`src/rtl/round_timer.sv`:
```
// ============================================================================
// Module   : round_timer
// Brief    : Prescaled down-counter with pause, load and optional auto-reload.
// Revision : 1.0 - initial release
// ============================================================================
`default_nettype none

module round_timer #(
    parameter int CNT_W    = 4,
    parameter int INIT_VAL = 5,
    parameter int TICK_DIV = 100000000
) (
    input  logic             clk_i,
    input  logic             reset_i,
    input  logic             start_i,
    input  logic             pause_i,
    input  logic             load_i,
    input  logic [CNT_W-1:0] load_val_i,
    input  logic             auto_reload_i,
    output logic [CNT_W-1:0] count_o,
    output logic             running_o,
    output logic             expired_o,
    output logic             expire_pulse_o,
    output logic             tick_o
);

    localparam int               PRE_W    = (TICK_DIV > 1) ? $clog2(TICK_DIV) : 1;
    localparam logic [PRE_W-1:0] PRE_TERM = PRE_W'(TICK_DIV - 1);
    localparam logic [PRE_W-1:0] PRE_ONE  = PRE_W'(1);
    localparam logic [CNT_W-1:0] CNT_INIT = CNT_W'(INIT_VAL);
    localparam logic [CNT_W-1:0] CNT_ONE  = CNT_W'(1);
    localparam logic [CNT_W-1:0] CNT_ZERO = '0;

    localparam logic [1:0] S_IDLE   = 2'd0;
    localparam logic [1:0] S_RUN    = 2'd1;
    localparam logic [1:0] S_PAUSED = 2'd2;
    localparam logic [1:0] S_DONE   = 2'd3;

    logic [1:0]       state_q,  state_d;
    logic [CNT_W-1:0] count_q,  count_d;
    logic [CNT_W-1:0] reload_q, reload_d;
    logic [PRE_W-1:0] presc_q,  presc_d;
    logic             tick_q,   tick_d;
    logic             pulse_q,  pulse_d;
    logic [CNT_W-1:0] start_val;

    // A restart from DONE begins from the reload value; from IDLE it keeps
    // whatever count was loaded or left at reset.
    assign start_val = (state_q == S_DONE) ? reload_q : count_q;

    always_comb begin
        state_d  = state_q;
        count_d  = count_q;
        reload_d = reload_q;
        presc_d  = presc_q;
        tick_d   = 1'b0;
        pulse_d  = 1'b0;

        if (load_i) begin
            count_d  = load_val_i;
            reload_d = load_val_i;
            state_d  = S_IDLE;
            presc_d  = '0;
        end else if (start_i && (state_q == S_IDLE || state_q == S_DONE)) begin
            count_d = start_val;
            presc_d = '0;
            if (start_val == CNT_ZERO) begin
                state_d = S_DONE;
                pulse_d = 1'b1;
            end else begin
                state_d = S_RUN;
            end
        end else begin
            case (state_q)
                S_RUN: begin
                    if (pause_i) begin
                        state_d = S_PAUSED;
                    end else if (presc_q == PRE_TERM) begin
                        presc_d = '0;
                        tick_d  = 1'b1;
                        if (count_q > CNT_ONE) begin
                            count_d = count_q - CNT_ONE;
                        end else begin
                            pulse_d = 1'b1;
                            // A zero reload cannot sustain a countdown, so it expires for good.
                            if (auto_reload_i && reload_q != CNT_ZERO) begin
                                count_d = reload_q;
                            end else begin
                                count_d = CNT_ZERO;
                                state_d = S_DONE;
                            end
                        end
                    end else begin
                        presc_d = presc_q + PRE_ONE;
                    end
                end
                S_PAUSED: begin
                    if (!pause_i) begin
                        state_d = S_RUN;
                    end
                end
                default: begin
                end
            endcase
        end
    end

    always_ff @(posedge clk_i or posedge reset_i) begin
        if (reset_i) begin
            state_q  <= S_IDLE;
            count_q  <= CNT_INIT;
            reload_q <= CNT_INIT;
            presc_q  <= '0;
            tick_q   <= 1'b0;
            pulse_q  <= 1'b0;
        end else begin
            state_q  <= state_d;
            count_q  <= count_d;
            reload_q <= reload_d;
            presc_q  <= presc_d;
            tick_q   <= tick_d;
            pulse_q  <= pulse_d;
        end
    end

    assign count_o        = count_q;
    assign running_o      = (state_q == S_RUN);
    assign expired_o      = (state_q == S_DONE);
    assign expire_pulse_o = pulse_q;
    assign tick_o         = tick_q;

endmodule

`default_nettype wire
```
`config.mk`:
```
export PLATFORM = sky130hd
export DESIGN_NAME = round_timer
export DESIGN_NICKNAME = d
export VERILOG_FILES = /design/src/rtl/round_timer.sv
export SDC_FILE = /design/constraint.sdc
export NUM_CORES = 1
export LEC_CHECK = 0
export CORE_MARGIN = 3
export CORE_UTILIZATION = 55
export DETAILED_ROUTE_END_ITERATION = 7
export HOLD_SLACK_MARGIN = 0.08
export PLACE_DENSITY_LB_ADDON = 0.05
export SLEW_MARGIN = 20
export SYNTH_ARGS = -nofsm -noshare
export SYNTH_HDL_FRONTEND = slang
export SYNTH_SLANG_ARGS = --single-unit
```
`constraint.sdc`:
```
create_clock -name clk_i -period 6.1 [get_ports clk_i]
set_input_delay 0.61 -clock clk_i [delete_from_list [all_inputs] [get_ports clk_i]]
set_output_delay 0.61 -clock clk_i [all_outputs]
set_load 0.005 [all_outputs]
```
==> flow_metrics.env <==
export IMPL_outcome="finished, final reports clean"
export IMPL_antenna_found_initial=0
export IMPL_hold_end="reload_q[2]"
export IMPL_cts_tree="done"
export IMPL_fin_setup_tns_ns=0
export IMPL_post_cts_buffers=0
export IMPL_postPlaceCellArea_mm2=0.002496
export IMPL_dr_pass1_iters=4
export IMPL_routed_top_layer="met4"
export IMPL_netlist_area_mm2=0.002296
export IMPL_holdPathStages=2
export IMPL_avgSynthCellArea_um2=9.147
export IMPL_finClkSkew_ns=0.007115
export IMPL_met3_length_um=251
export IMPL_cts_resized=0
export IMPL_drt_iter0_drc=141
export IMPL_period_share_pct=42.52
export IMPL_synth_top_family_by_area="simple AND/OR/NAND/NOR gates"
export IMPL_sw_frac_of_total_pct=33.23
export IMPL_wl_per_cell_um=14.59
export IMPL_postRouteAntennaNets=0
export IMPL_hp_class="flip-flop to flip-flop"
export IMPL_fp_dieW_um=70.61
export IMPL_wirelength_um=4612
export IMPL_r2r_end="count_o[3]"
export IMPL_cellLeakagePower_nw=1.026
export IMPL_grt_pass1_wl_um=8307
export IMPL_finalHoldViolCount=0
export IMPL_wl_met1_um=2252
export IMPL_seqPwrFrac_pct=39.5
export IMPL_synth_cell_types=45
export IMPL_p_sw_mw=0.2738
export IMPL_async_reset_ff_share_pct=100.0
export IMPL_core_mm2=0.003826
export IMPL_vias=1841
export IMPL_first_global_vias=1769
export IMPL_yosys_most_used_dff="dfrtp_1"
export IMPL_cp_max_fo=17
export IMPL_pre_cts_ws_ns=3.133
export IMPL_setup_viol=0
export IMPL_powerDensity_mw_per_mm2=314.3
export IMPL_synth_nets=269
export IMPL_hpwlAfterDp_um=3241
export IMPL_multi_input_area_mm2=0.001225
export IMPL_cts_hold_buffers=0
export IMPL_portBuffers=17
export IMPL_synth_edf_count=0
export IMPL_synth_seq_area_share_pct=42.72
export IMPL_max_freq_mhz=385.6
export IMPL_rsz0062_at_grt="false"
export IMPL_drive_gt1_share_pct=8.955
export IMPL_layout_nets=285
export IMPL_track_usage_pct=20.67
export IMPL_place_congestion=0.8032
export IMPL_post_synth_and_or_nand_nor_area_fraction_pct=24.80
export IMPL_drc_errors=0
export IMPL_netlist_instances=251
export IMPL_h_tree_depth=2
export IMPL_vias_per_cell=5.826
export IMPL_irDropWorstVdd_uv=152.6
export IMPL_arrival_ns=2.82
export IMPL_crit_required_ns=6.32
export IMPL_dieHeight_um=70.61
export IMPL_ff2ff_path_depth=6
export IMPL_num_rows=22
export IMPL_fin_crit_ns=2.593
export IMPL_reg2reg_from="presc_q[1]"
export IMPL_fillers=321
export IMPL_synth_mux_area_share_pct=5.068
export IMPL_ios=18
export IMPL_p_int_mw=0.5501
export IMPL_synth_adder_area_share_pct=4.360
export IMPL_start_kind="input pin"
export IMPL_p_clk_share_pct=27.3
export IMPL_power_frac_comb_pct=33.2
export IMPL_regArea_um2=980.9
export IMPL_hold_start="reload_q[2]"
export IMPL_synth_compound_area_share_pct=10.41
export IMPL_start_util_pct=60.01
export IMPL_cts_sinks=39
export IMPL_synth_seq_cells=39
export IMPL_worstMarginPinSlew_ns=0.7197
export IMPL_end_kind="flip-flop"
export IMPL_wl_met2_um=2030
export IMPL_grt_overflow=0
export IMPL_postLayoutCellArea_mm2=0.002621
export IMPL_cts_buffer_depth=2
export IMPL_dieArea_mm2=0.004986
export IMPL_cts_root_buffer="clkbuf_8"
export IMPL_crit_type="input pin to flip-flop"
export IMPL_clkLatencyLatePin_ns=0.30
export IMPL_fin_total_pwr_mw=0.8240
export IMPL_numCtsBuffers=5
export IMPL_ys_warn_count=0
export IMPL_diodes=0
export IMPL_grt_max_degree=40
export IMPL_clk_pin_slew_ns=0.08
export IMPL_maxCapViolations=0
export IMPL_synth_xor_area_share_pct=8.392
export IMPL_rrSetupSlack_ns=3.53
export IMPL_drv_slew=0
export IMPL_relSlewSlack_pct=51.70
export IMPL_fin_ws_ns=3.507
export IMPL_area_growth_pct=14.17
## cells in the final DEF, fill, tap and decap left out, drive strengths merged, types with 7 or more instances in the layout
cell,Yosys,final
dfrtp,35,35
nor4,7,7
nand4,7,7
nor2,30,30
nand3,13,13
xnor2,17,17
nor3,12,12
inv,16,16
ha,8,8
nand2,22,22
clkdlybuf4s50,0,17
## cells by family after synthesis
family                   count (synthesis)
multiplexers                            11
AND/OR/NAND/NOR                        112
buffers and inverters                   25
flip-flops                              39
adder cells (fa/ha/maj)                  8
AO/OA/AOI/OAI                           34
XOR/XNOR                                22
## worst max path at each step
| stage | depth (start not counted) | end | startpoint | slack (ns) |
|---|---|---|---|---|
| 4_1_cts | 6 | count_o[3] | presc_q[1] | 3.26 |
| 3_5_place_dp | 4 | count_o[3] | load_i | 3.13 |
| 3_3_place_gp | 4 | count_o[3] | load_i | 3.16 |
| 2_1_floorplan | 8 | count_o[2] | count_o[0] | 4.02 |
| 6_report | 5 | presc_q[24] | load_i | 3.51 |
| 5_1_grt | 6 | presc_q[4] | load_i | 3.29 |
## cells in the mapped netlist (2+ instances only)
master | number | area share [%]
and4_1 | 2 | 0.76
nor2_1 | 30 | 4.9
nand2_1 | 22 | 3.6
and2_1 | 2 | 0.54
nand4_1 | 7 | 1.9
nand2b_1 | 2 | 0.54
mux2_2 | 5 | 2.5
mux2i_1 | 6 | 2.6
nor4_1 | 7 | 1.9
nor4b_1 | 2 | 0.76
a31oi_1 | 6 | 1.6
or4_4 | 2 | 0.98
a211oi_1 | 2 | 0.65
inv_1 | 16 | 2.6
a21oi_1 | 6 | 1.3
a311oi_1 | 2 | 0.76
xnor2_1 | 17 | 6.5
o21a_1 | 2 | 0.65
nand3_1 | 13 | 2.8
dfstp_2 | 4 | 4.6
o21ai_0 | 3 | 0.65
or3_1 | 2 | 0.54
o31ai_1 | 3 | 0.98
dfrtp_1 | 35 | 38
ha_1 | 8 | 4.4
nor2b_1 | 2 | 0.54
and3_1 | 3 | 0.82
nor3_1 | 12 | 2.6
clkbuf_1 | 8 | 1.3
xor2_1 | 5 | 1.9
## layout make-up
cell class,count,share of cell area [%]
Multi-Input combinational cell,187,46.73
Sequential cell,39,37.42
Timing Repair Buffer,18,6.778
Clock buffer,6,3.150
Inverter,16,2.291
Tap cell,48,2.291
Clock inverter,2,1.337
## power groups by stage
stage / Clock (mW) / Combinational (mW) / Sequential (mW)
global placement: 0 / 0.268 / 0.330
detailed placement: 0 / 0.273 / 0.330
finish: 0.225 / 0.274 / 0.326
CTS: 0.230 / 0.274 / 0.325
global route: 0.242 / 0.311 / 0.332
floorplan: 0 / 0.191 / 0.323
## sequential cells by signal, summed over array words and instances (netlist names)
register,cells
count_o,4
expire_pulse_o,1
presc_q,27
reload_q,4
state_q,2
tick_o,1
## critical path, stage by stage
cell and delay, ns:
clkdlybuf4s50_1 0.71, a21oi_1 0.70, nand2_1 0.14, or3b_2 0.49
a31oi_1 0.16
## through the flow
stage / instances / util (%) / hold WS (ns)
finish: 316 / 68.51 / 0.5005
global route: 316 / 68.51 / 0.5187
CTS: 316 / 68.31 / 0.5008
detailed placement: 308 / 65.24 / 0.4872
global placement: 308 / 65.24 / 0.4924
floorplan: 251 / - / 0.4506
## routing by layer
metal	global-route usage [%]	up-vias
met2	31.50	43
met3	4.688	10
met5	0	-
met1	28.98	871
li1	-	917
met4	7.724	0
Note: power is estimated with default switching activity, not from simulation.
